## src/rtl/instr_pkg.sv

```systemverilog
// Shared constants for the instruction encoder: opcode values, word formats
// and the signed immediate range limits for the immediate-carrying formats.
package instr_pkg;

    localparam logic [2:0] OPC_MOV  = 3'b110;
    localparam logic [2:0] OPC_ALU  = 3'b101;
    localparam logic [2:0] OPC_LDR  = 3'b011;
    localparam logic [2:0] OPC_STR  = 3'b100;
    localparam logic [2:0] OPC_HALT = 3'b111;

    localparam logic [1:0] OP_MOV_IMM = 2'b10;
    localparam logic [1:0] OP_MOV_REG = 2'b00;

    typedef enum logic [1:0] {
        FMT_REG,
        FMT_IMM5,
        FMT_IMM8
    } fmt_t;

    localparam logic signed [15:0] IMM8_MIN = -16'sd128;
    localparam logic signed [15:0] IMM8_MAX = 16'sd127;
    localparam logic signed [15:0] IMM5_MIN = -16'sd16;
    localparam logic signed [15:0] IMM5_MAX = 16'sd15;

    function automatic fmt_t fmt_of(input logic [2:0] opcode, input logic [1:0] op);
        if (opcode == OPC_MOV && op == OP_MOV_IMM)
            return FMT_IMM8;
        if (opcode == OPC_LDR || opcode == OPC_STR)
            return FMT_IMM5;
        return FMT_REG;
    endfunction

endpackage

```

## src/rtl/instr_fifo.sv

```systemverilog
// Synchronous FIFO of DEPTH 16-bit words; the head entry is always visible on dout.
module instr_fifo #(
    parameter int DEPTH = 4
) (
    input  logic        clk,
    input  logic        reset,
    input  logic        push,
    input  logic        pop,
    input  logic [15:0] din,
    output logic [15:0] dout,
    output logic        full,
    output logic        empty
);

    localparam int AW = (DEPTH > 1) ? $clog2(DEPTH) : 1;
    localparam int CW = $clog2(DEPTH + 1);

    logic [15:0]   mem [DEPTH];
    logic [AW-1:0] wr_ptr;
    logic [AW-1:0] rd_ptr;
    logic [CW-1:0] count;
    logic          do_push;
    logic          do_pop;

    function automatic logic [AW-1:0] next_ptr(input logic [AW-1:0] p);
        return (p == AW'(DEPTH - 1)) ? '0 : p + AW'(1);
    endfunction

    assign full    = (count == CW'(DEPTH));
    assign empty   = (count == '0);
    assign do_push = push && !full;
    assign do_pop  = pop && !empty;
    assign dout    = mem[rd_ptr];

    always_ff @(posedge clk) begin
        if (!reset) begin
            wr_ptr <= '0;
            rd_ptr <= '0;
            count  <= '0;
        end else begin
            if (do_push)
                wr_ptr <= next_ptr(wr_ptr);
            if (do_pop)
                rd_ptr <= next_ptr(rd_ptr);
            case ({do_push, do_pop})
                2'b10:   count <= count + CW'(1);
                2'b01:   count <= count - CW'(1);
                default: count <= count;
            endcase
        end
    end

    // Storage carries no reset; occupancy alone decides what is visible.
    always_ff @(posedge clk) begin
        if (do_push)
            mem[wr_ptr] <= din;
    end

endmodule

```

## src/rtl/instr_encoder.sv

```systemverilog
// Packs instruction fields into 16-bit words, rejects out-of-range immediates,
// and streams accepted words through a small FIFO tagged with a running address.
module instr_encoder
    import instr_pkg::*;
#(
    parameter int DEPTH = 4
) (
    input  logic               clk,
    input  logic               reset,
    input  logic               in_valid,
    output logic               in_ready,
    input  logic [2:0]         opcode,
    input  logic [1:0]         op,
    input  logic [2:0]         Rn,
    input  logic [2:0]         Rd,
    input  logic [2:0]         Rm,
    input  logic [1:0]         shift,
    input  logic signed [15:0] imm,
    input  logic               base_load,
    input  logic [7:0]         base_addr,
    output logic               out_valid,
    input  logic               out_ready,
    output logic [15:0]        out_instr,
    output logic [7:0]         out_addr,
    output logic               err,
    output logic [7:0]         err_count
);

    fmt_t        fmt;
    logic [15:0] word;
    logic        imm_bad;
    logic        accept;
    logic        push;
    logic        pop;
    logic        full;
    logic        empty;
    logic [7:0]  addr;

    always_comb begin
        fmt     = fmt_of(opcode, op);
        word    = {opcode, op, Rn, Rd, shift, Rm};
        imm_bad = 1'b0;
        case (fmt)
            FMT_IMM8: begin
                word[10:0] = {Rn, imm[7:0]};
                imm_bad    = (imm < IMM8_MIN) || (imm > IMM8_MAX);
            end
            FMT_IMM5: begin
                word[10:0] = {Rn, Rd, imm[4:0]};
                imm_bad    = (imm < IMM5_MIN) || (imm > IMM5_MAX);
            end
            default: begin
                // Register-form MOV has no source base register.
                if (opcode == OPC_MOV && op == OP_MOV_REG)
                    word[10:8] = 3'b000;
            end
        endcase
    end

    assign in_ready  = !full;
    assign out_valid = !empty;
    assign accept    = in_valid && in_ready;
    assign push      = accept && !imm_bad;
    assign pop       = out_valid && out_ready;
    assign out_addr  = addr;

    instr_fifo #(
        .DEPTH(DEPTH)
    ) u_fifo (
        .clk   (clk),
        .reset (reset),
        .push  (push),
        .pop   (pop),
        .din   (word),
        .dout  (out_instr),
        .full  (full),
        .empty (empty)
    );

    // base_load wins over the handshake increment; the popped word keeps the old address.
    always_ff @(posedge clk) begin
        if (!reset) begin
            addr      <= '0;
            err       <= 1'b0;
            err_count <= '0;
        end else begin
            err <= accept && imm_bad;
            if (accept && imm_bad && err_count != 8'hFF)
                err_count <= err_count + 8'd1;
            if (base_load)
                addr <= base_addr;
            else if (pop)
                addr <= addr + 8'd1;
        end
    end

endmodule

```

## config.mk

```make
export PLATFORM = sky130hd
export DESIGN_NAME = instr_encoder
export DESIGN_NICKNAME = d
export VERILOG_FILES = /design/src/rtl/instr_pkg.sv /design/src/rtl/instr_fifo.sv /design/src/rtl/instr_encoder.sv
export SDC_FILE = /design/constraint.sdc
export NUM_CORES = 1
export LEC_CHECK = 0
export ABC_AREA = 1
export CAP_MARGIN = 40
export CELL_PAD_IN_SITES_DETAIL_PLACEMENT = 1
export CELL_PAD_IN_SITES_GLOBAL_PLACEMENT = 2
export CORE_MARGIN = 10
export CORE_UTILIZATION = 33
export CTS_CLUSTER_DIAMETER = 100
export DETAILED_ROUTE_END_ITERATION = 8
export PLACE_DENSITY_LB_ADDON = 0.12
export SLEW_MARGIN = 20
export SYNTH_ARGS = -nofsm -noshare
export SYNTH_HDL_FRONTEND = slang
export SYNTH_SLANG_ARGS = --single-unit
```

## constraint.sdc

```tcl
create_clock -name clk -period 2.9 [get_ports clk]
set_input_delay 0.58 -clock clk [delete_from_list [all_inputs] [get_ports clk]]
set_output_delay 0.58 -clock clk [all_outputs]
set_load 0.1 [all_outputs]
```

---- Word-level counts from Yosys, hierarchy flattened ----
Memory sizes are Yosys's and may differ from the RTL's. A register that Yosys moved wholly into a read port is not among the register bits.
Index checks and enable logic that the tools add are counted.
cells by class
  eq/ne operators ......................... 12
  muxes and demuxes ....................... 20
  $lt $le $gt $ge ......................... 4
  add/subtract/negate cells ............... 6
  reductions and logical operators ........ 20
operators by type and width
  kind                                                         number
  adder 8 x 1 -> 8 bit, second input constant                  2
  > comparator 16 x 5 -> 1 bit, second input constant          1
  > comparator 16 x 8 -> 1 bit, second input constant          1
  less-than comparator 16 x 5 -> 1 bit, second input constant  1
  less-than comparator 16 x 8 -> 1 bit, second input constant  1
  two-way mux 2 bit                                            8
  two-way mux 8 bit                                            2
  one-hot mux 8 bit (2 select lines)                           1
  == test 2 bit, second input constant                         5
  == test 3 bit, second input constant                         3
  logical AND 1 bit                                            9
  != test 8 bit, second input constant                         1
  two-way mux 3 bit                                            2
  one-hot mux 3 bit (2 select lines)                           1
  two-way mux 1 bit                                            5
  adder 2 x 1 -> 2 bit, second input constant                  2
  == test 2 x 1 -> 1 bit, second input constant                2
  nonzero test 2 bit                                           2
  adder 3 x 1 -> 3 bit, second input constant                  1
  == test 3 x 2 -> 1 bit, second input constant                1
  zero test 1 bit                                              3
  zero test 3 bit                                              1
  logical OR 1 bit                                             3
  subtractor 3 x 1 -> 3 bit, second input constant             1
  3 further kinds                                              3
storage, ports and cells
  bits of input ports ..................... 45
  RAM bits ................................ 64
  memories kept ........................... 1
  register bits after elaboration ......... 24
  logic and storage cells ................. 69
memories
  name        words  width  rd ports  clocked after memory_dff  wr ports  line              RTL
  u_fifo.mem  4      16     1         1                         1         instr_fifo.sv:18  logic [15:0] mem [DEPTH];

---- Depth between registers and ports, before layout ----
Gate-level depths: netlist of the first run.
  depth in word-level cells ............... 13
  mapped depth ............................ 13
  gate-level depth less buffers ........... 13

---- By module ----
A second synthesis of the first run with hierarchy kept.
second synthesis, totals
  cells, all modules ...................... 408
  area, all modules ....................... 4,095.2 µm²
modules (own cells, without submodules)
  module         cells each  seq. area each (µm²)  area an instance (µm²)  instances
  instr_fifo     225         2,102.0               2,852.7                 1
  instr_encoder  183         340.3                 1,242.4                 1

---- Worst setup path before layout of the first run ----
No wires, ideal clock.
  path type ............................... register to register
  start ................................... register u_fifo.count[0]
  end ..................................... register u_fifo.count[2]
  data arrival time ....................... 2.771 ns
  data required time ...................... 2.778 ns
  path slack .............................. 0.007 ns
  library setup time ...................... 0.122 ns
  cell stages (with the launch flop) ...... 13
  period minus slack after synthesis ...... 2.893 ns
  cells stage by stage .................... dfxtp_1 inv_2 nand3_1 nand2_1 clkinv_2 nand3_2 ha_1 inv_1 fa_1 a21oi_1 o21ai_0 o21ai_0 a21oi_1
on the way
  cells in the longest elaborated chain, start to end .. 7
  elaborated cells between the ends (all ways) .. 15
ends and longest elaborated chain
  what                                                                      line                 RTL
  start, declared                                                           instr_fifo.sv:21     logic [CW-1:0] count;
  start signal, assigned                                                    instr_fifo.sv:46     2'b10: count <= count + CW'(1);
  start signal, assigned                                                    instr_fifo.sv:47     2'b01: count <= count - CW'(1);
  start signal, assigned                                                    instr_fifo.sv:48     default: count <= count;
  == test 3 bit (*)                                                         instr_fifo.sv:29     assign full = (count == CW'(DEPTH));
  zero test 1 bit (*)                                                       instr_encoder.sv:60  assign in_ready = !full;
  net in_ready                                                              instr_encoder.sv:11  output logic in_ready,
  logical AND 1 bit                                                         instr_encoder.sv:62  assign accept = in_valid && in_ready;
  logical AND 1 bit                                                         instr_encoder.sv:63  assign push = accept && !imm_bad;
  logical AND 1 bit (*)                                                     instr_fifo.sv:31     assign do_push = push && !full;
  == test 2 x 1 -> 1 bit or == test 2 bit (tied branches)                   instr_fifo.sv:45     case ({do_push, do_pop})
  one-hot mux 3 bit (2 select lines) or nonzero test 2 bit (tied branches)  --
Mark *: on every way through the listed nets, which the timed path passes. The rest lies on a longest branch.
A chain may end at the register's enable or synchronous reset.

---- Worst setup path after layout of the first run ----
  start ................................... input port opcode[1]
  end ..................................... register u_fifo.count[2]
on the way
  cells in the longest elaborated chain, start to end .. 13
  elaborated cells between the ends (all ways) .. 21
ends and longest elaborated chain
  what                                                                      line                 RTL
  start, declared                                                           instr_encoder.sv:12  input logic [2:0] opcode,
  == test 3 x 2 -> 1 bit or == test 3 bit (tied branches)                   instr_pkg.sv:28      if (opcode == OPC_LDR || opcode == OPC_STR)
  logical OR 1 bit                                                          instr_pkg.sv:28
  two-way mux 1 bit (2 in a row)                                            instr_pkg.sv:28
  two-way mux 2 bit                                                         instr_pkg.sv:30      return FMT_REG;
  two-way mux 2 bit (*)                                                     instr_pkg.sv:28
  == test 2 x 1 -> 1 bit or == test 2 bit (tied branches)                   instr_encoder.sv:43  case (fmt)
  one-hot mux 1 bit (2 select lines) (*)                                    instr_encoder.sv:43
  zero test 1 bit (*)                                                       instr_encoder.sv:63
  logical AND 1 bit (*)                                                     instr_encoder.sv:63
  logical AND 1 bit (*)                                                     instr_fifo.sv:31
  == test 2 x 1 -> 1 bit or == test 2 bit (tied branches)                   instr_fifo.sv:45
  one-hot mux 3 bit (2 select lines) or nonzero test 2 bit (tied branches)  --
Mark *: on every way between the ends. The rest lies on a longest branch, timed or not. The select of a mux whose other input is x is not followed.

==> out/summary.txt, run 1 <==
Status -> finished, final reports clean
Dominant cell type by area after synthesis -> edfxtp_1
Mapped cell area -> 3999 um^2
Share of Yosys cell area claimed by the top area cell type -> 48.06%
Reg-to-reg critical path startpoint -> u_fifo.count[1]
First-pass GRT wire length -> 16900 um
Dpl cells -> 605
Count of cell types in the netlist -> 36
Initial antenna violation count -> 0
Post-CTS setup buffers -> 0
Gate Count Post-Synth -> 374
CTS tree -> done
Post-CTS sizing -> 0
Layout net count -> 523
P_int -> 3.017 mW
Dpl ws -> -90.75 ps
Slowest stage cell on the critical path -> clkdlybuf4s50_1
Hold crit path type -> register to register
Root buf cell -> clkbuf_16
Total Routed Length -> 10650 um
Total grt overflow -> 0
Layout cells sized above 1 -> 19.20%
Worst Setup Start Kind -> primary input
Core Area -> 11960 um^2
Combinational share of power -> 45.0%
Synth Flop Type -> edfxtp_1
Final setup vio count -> 0
Clk pin slew, worst setup/hold paths -> 60 ps
Starting Density -> 33.43%
Worst rel slew slack -> 64.46%
Synth async-reset ratio -> 0%
Gr usage total -> 12.99%
CP Capture Type -> register
Worst Hold Launch -> u_fifo.count[2]
Pin count of the biggest net entering global routing -> 29
Syn_nets -> 428
Fmax -> 0.3782 GHz
Sequential share of power -> 29.3%
Die area -> 16920 um^2
EDFF count, synth -> 64
Final ANT Viol Nets -> 0
WP data arrival -> 2880 ps
Design area -> 5519 um^2
RSZ-0062 raised after global routing -> no
Synth Register Bits -> 90
# rows -> 40
Area after DPL -> 5172 um^2
Final Hold Vio Count -> 0
Peak VDD IR -> 0.0004376 V
Ant diodes -> 0
Period utilization -> 91.17%
Iter 0 DRT Violations -> 148
Clk sinks -> 90
Min setup slack post-route -> 256.1 ps
Max cap viols -> 0
Post-route DRC -> 0
Clk pwr share -> 25.7%
Hpwl dp -> 7630 um
DR vias -> 3063
Vias/cell -> 4.932
I/O Buffers -> 79
Clk_lat worst skew -> 350 ps
Ranking of synthesized cells by area -> edfxtp_1, dfxtp_1, nor2_1, o21ai_0, nand2_1
Lkg Pwr -> 2.072 nW
Max stage delay on crit path -> 550 ps
Required time of the worst setup path -> 3140 ps
Critical Setup Path Class -> primary input to register
Yosys warnings -> 0
CTS Hold Bufs -> 0
Sw Ratio -> 41.68%
Vias in the first global route -> 3198
Pwr Density -> 937.3 nW/um^2
Chip height -> 130.1 um
Worst path cell trace -> clkdlybuf4s50_1 -> o21ai_1 -> nand2_1 -> nand2_4 -> nand3_4 -> nand3_2 -> ha_1 -> inv_1 -> fa_1 -> a21oi_1 -> o21ai_0 -> o21ai_0 -> a21oi_1
H-Tree Level Count -> 3
Area grow syn2layout -> 38.02%
CTS Buf Count -> 9
Die width -> 130.1 um
Wirelength per Cell -> 17.15 um
Worst-path fanout max -> 7
Worst Clk Skew -> 8.492 ps
I/O pins -> 80
Worst Setup SP -> opcode[1]
Clock Tree Buf Depth -> 2
Worst hold margin -> 503.6 ps
Minimum clock period -> 2644 ps
Final Max Tran Viols -> 0
Placer Congestion -> 0.7630
Worst reg2reg setup slack -> 740 ps
Drt pass-1 iters -> 4
Worst Tran Pin Value -> 532.5 ps
Post-Layout Cell Count -> 621
Syn_area_per_cell -> 10.69 um^2
P_sw -> 2.156 mW
Sequential element share of the synthesized area -> 61.08%
==> cell type report <==
type	instances	area, um^2
tap	147	183.9
multi-input combinational	246	1383
clock inverter	5	82.58
clock buffer	11	264.0
fill	1329	6442
inverter	27	102.6
timing repair buffer	95	1061
sequential	90	2442
==> worst max-delay path, delay by kind of cell <==
kind / cells / cell delay, ps
fa+ha+maj: 2 / 540
buf+inv: 2 / 620
compound gates: 5 / 760
simple gates: 4 / 380
==> metrics by stage <==
step / util, % / TNS [ps] / total power, mW
floorplan: - / 0 / 3.036
global placement: 43.24 / 0 / 3.874
detailed placement: 43.24 / -90.75 / 3.903
CTS: 46.14 / 0 / 5.236
global route: 46.14 / 0 / 5.390
finish: 46.14 / 0 / 5.173
==> flip-flops by register name, summed over array words and instances, names as in the netlist, named ones only <==
| register | cells |
|---|---|
| err | 1 |
| u_fifo.wr_ptr | 2 |
| u_fifo.count | 3 |
| u_fifo.mem | 64 |
| err_count | 8 |
| u_fifo.rd_ptr | 2 |
| out_addr | 8 |
==> power groups by stage <==
stage / clock, mW / combinational [mW] / sequential [mW]
global placement: 0 / 2.33 / 1.54
finish: 1.33 / 2.33 / 1.52
floorplan: 0 / 1.40 / 1.63
global route: 1.41 / 2.46 / 1.52
detailed placement: 0 / 2.36 / 1.54
CTS: 1.35 / 2.37 / 1.52
==> metal layers <==
layer  GRT usage (%)  vias up  routed length (um)
met5               0        -                   0
met1           14.86     1479                4540
met2           22.15       58                5380
met4           5.556        0                 178
met3           3.773       14                 550
li1                -     1512                   -
==> cells by family after synthesis <==
group | synth area share (%)
compound gates | 11.11
flops | 61.08
buf+inv | 4.349
xor+xnor | 2.409
mux | 2.253
simple gates | 15.80
fa+ha+maj | 3.004
==> final timing paths <==
path | endpoint | depth (start not counted)
hold / removal | u_fifo.count[2] | 2
setup / recovery | u_fifo.count[2] | 13
setup reg to reg | u_fifo.count[2] | 12
hold reg to reg | u_fifo.count[2] | 2
==> placed cells by master (no fill, tap or decap), types with 3 or more instances in the layout <==
master / count
mux2_2: 8
buf_4: 32
inv_2: 3
edfxtp_1: 64
nor2_1: 64
clkbuf_16: 10
nand2_1: 37
nand4_1: 9
o21ai_1: 3
clkdlybuf4s50_1: 44
inv_1: 23
o22ai_1: 16
a21oi_1: 16
dfxtp_1: 26
nand3_1: 9
xnor2_1: 5
o21ai_0: 39
ha_1: 8
a31oi_1: 3
buf_12: 19
xor2_1: 6
nand2_2: 4
==> cells in the mapped netlist, drive strengths merged, types with 2 or more instances <==
cell,instances
o21ai,42
nand3,13
nand4,9
o22ai,16
xnor2,5
edfxtp,64
nand2,43
a31oi,3
a21oi,16
inv,26
xor2,6
nor3,2
nor2,66
mux2,8
dfxtp,26
ha,8
clkbuf,9
Note: power is estimated with default switching activity, not from simulation.
==> run 2: changes to the inputs <==
Clock period 2.9 ns to 3.2 ns, I/O delays scaled along.
==> run 2 against run 1 <==
Critical path depth increased by 1; clock skew is 1.4 ps higher; via count shrank 0.59%; register-to-register slack better by 340 ps; clock power shrank 14%; sequential share of layout area up 0.85 points.
==> out/summary.txt, run 2 (same netlist as run 1, synthesis figures left out) <==
Post-route DRC -> 0
Core Area -> 11960 um^2
Worst Clk Skew -> 9.913 ps
CTS Buf Count -> 9
CTS tree -> done
Minimum clock period -> 2752 ps
Post-Layout Cell Count -> 615
WP data arrival -> 2970 ps
Final ANT Viol Nets -> 0
Critical Setup Path Class -> primary input to register
Root buf cell -> clkbuf_16
Clk_lat worst skew -> 340 ps
Kind of cell adding the most delay to the critical path -> buffers and inverters
Dpl cells -> 599
Drt pass-1 iters -> 6
Status -> finished, final reports clean
Fill count -> 1307
Clk pin slew, worst setup/hold paths -> 60 ps
Sequential cell area -> 2442 um^2
CTS Hold Bufs -> 0
Hold crit path type -> register to register
Worst hold endpoint -> u_fifo.count[2]
Max reg flops -> 64
DR vias -> 3045
Hold Crit Depth -> 2
Most frequent cells in the layout -> nor2_1, edfxtp_1, clkdlybuf4s50_1
Worst rel slew slack -> 63.65%
Initial antenna violation count -> 0
First-pass GRT wire length -> 16610 um
Worst reg2reg setup slack -> 1080 ps
Total Routed Length -> 10380 um
Total grt overflow -> 0
Multi-input gate area -> 1383 um^2
Area grow syn2layout -> 35.42%
Final Max Tran Viols -> 0
Clk sinks -> 90
Pin count of the biggest net entering global routing -> 33
Worst path cell trace -> clkdlybuf4s50_1 -> nand2_2 -> nor2_2 -> nand2_2 -> nand2_4 -> nand3_4 -> nand3_2 -> ha_1 -> inv_1 -> fa_1 -> a21oi_1 -> o21ai_0 -> o21ai_0 -> a21oi_1
Wirelength per Cell -> 16.88 um
Post-CTS sizing -> 0
Die width -> 130.1 um
Chip height -> 130.1 um
Worst-path fanout max -> 7
Largest reg by FF count -> u_fifo.mem
Vias/cell -> 4.951
Reg-to-reg critical path startpoint -> u_fifo.count[1]
Vias in the first global route -> 3226
Lkg Pwr -> 2.027 nW
Worst R2R Path Depth -> 12
Post-CTS setup buffers -> 0
Worst Hold Launch -> u_fifo.count[2]
Required time of the worst setup path -> 3420 ps
Starting Density -> 33.43%
# rows -> 40
I/O Buffers -> 79
RSZ-0062 raised after global routing -> no
Max cap viols -> 0
Layout cells sized above 1 -> 18.16%
Pwr Density -> 850.5 nW/um^2
Ant diodes -> 0
Fin Setup TNS -> 0 ps
Fmax -> 0.3633 GHz
Reg-to-reg endpoint -> u_fifo.count[2]
Period utilization -> 86.01%
Max stage delay on crit path -> 610 ps
Worst hold margin -> 505.2 ps
Final Hold Vio Count -> 0
Worst path bufs/invs -> 2
Slowest stage cell on the critical path -> clkdlybuf4s50_1
Worst Setup Start Kind -> primary input
Die area -> 16920 um^2
Final core occ -> 45.27%
Iter 0 DRT Violations -> 137
Final setup vio count -> 0
Hpwl dp -> 7342 um
Gr usage total -> 12.69%
Peak VDD IR -> 0.0003750 V
I/O pins -> 80
Placer Congestion -> 0.7526
Layout net count -> 517
CP Capture Type -> register
Worst Tran Pin Value -> 544.7 ps
H-Tree Level Count -> 3
Clock Tree Buf Depth -> 2
==> run 2: cell types whose count changed in the layout (fill, tap and decap cells not counted), sizes merged <==
cell	change
buf	-6
inv	+2
clkbuf	-1
clkinv	-1
==> run 2: worst max path at each step <==
stage	from	cells after the start	end	slack, ps
floorplan	register	4	out_instr[11]	300
global placement	opcode[1]	14	u_fifo.count[2]	150
detailed placement	opcode[1]	14	u_fifo.count[2]	70
CTS	opcode[1]	14	u_fifo.count[2]	420
global route	opcode[1]	14	u_fifo.count[2]	210
finish	opcode[1]	14	u_fifo.count[2]	450
==> run 2: tightest hold or removal path, cell delays in order, from the launching register on <==
cell     delay [ps]
dfxtp_1         310
inv_1            80
a21oi_1          60
==> run 2: cell type report <==
class | count | area share [%]
Clock buffer | 10 | 4.413
Clock inverter | 6 | 1.594
Timing Repair Buffer | 89 | 18.07
Tap cell | 147 | 3.396
Sequential cell | 90 | 45.10
Inverter | 27 | 1.895
Multi-Input combinational cell | 246 | 25.53
==> run 2: metrics by stage <==
| step | setup slack [ps] | total power, mW | cell area [um^2] |
|---|---|---|---|
| floorplan | 295.6 | 2.751 | 3999 |
| global placement | 149.6 | 3.497 | 5090 |
| detailed placement | 73.05 | 3.520 | 5090 |
| CTS | 416.4 | 4.667 | 5415 |
| global route | 210.5 | 4.821 | 5415 |
| finish | 447.8 | 4.605 | 5415 |
==> run 2: report_power, final <==
| part | total, mW | internal, mW | leakage, nW | switching (mW) |
|---|---|---|---|---|
| Sequential | 1.37 | 1.32 | 0.793 | 0.0435 |
| Combinational | 2.10 | 0.641 | 1.07 | 1.46 |
| Clock | 1.14 | 0.707 | 0.164 | 0.434 |
==> run 2: layer usage <==
layer  share of wire [%]  global-route usage [%]  vias to the layer above  wire length (um)
met5                   0                       0                        -                 0
li1                    -                       -                     1497                 -
met4                 1.0                   4.167                        0               108
met1                  44                   14.70                     1480              4545
met2                  50                   21.79                       59              5161
met3                 5.5                   3.935                        9               567
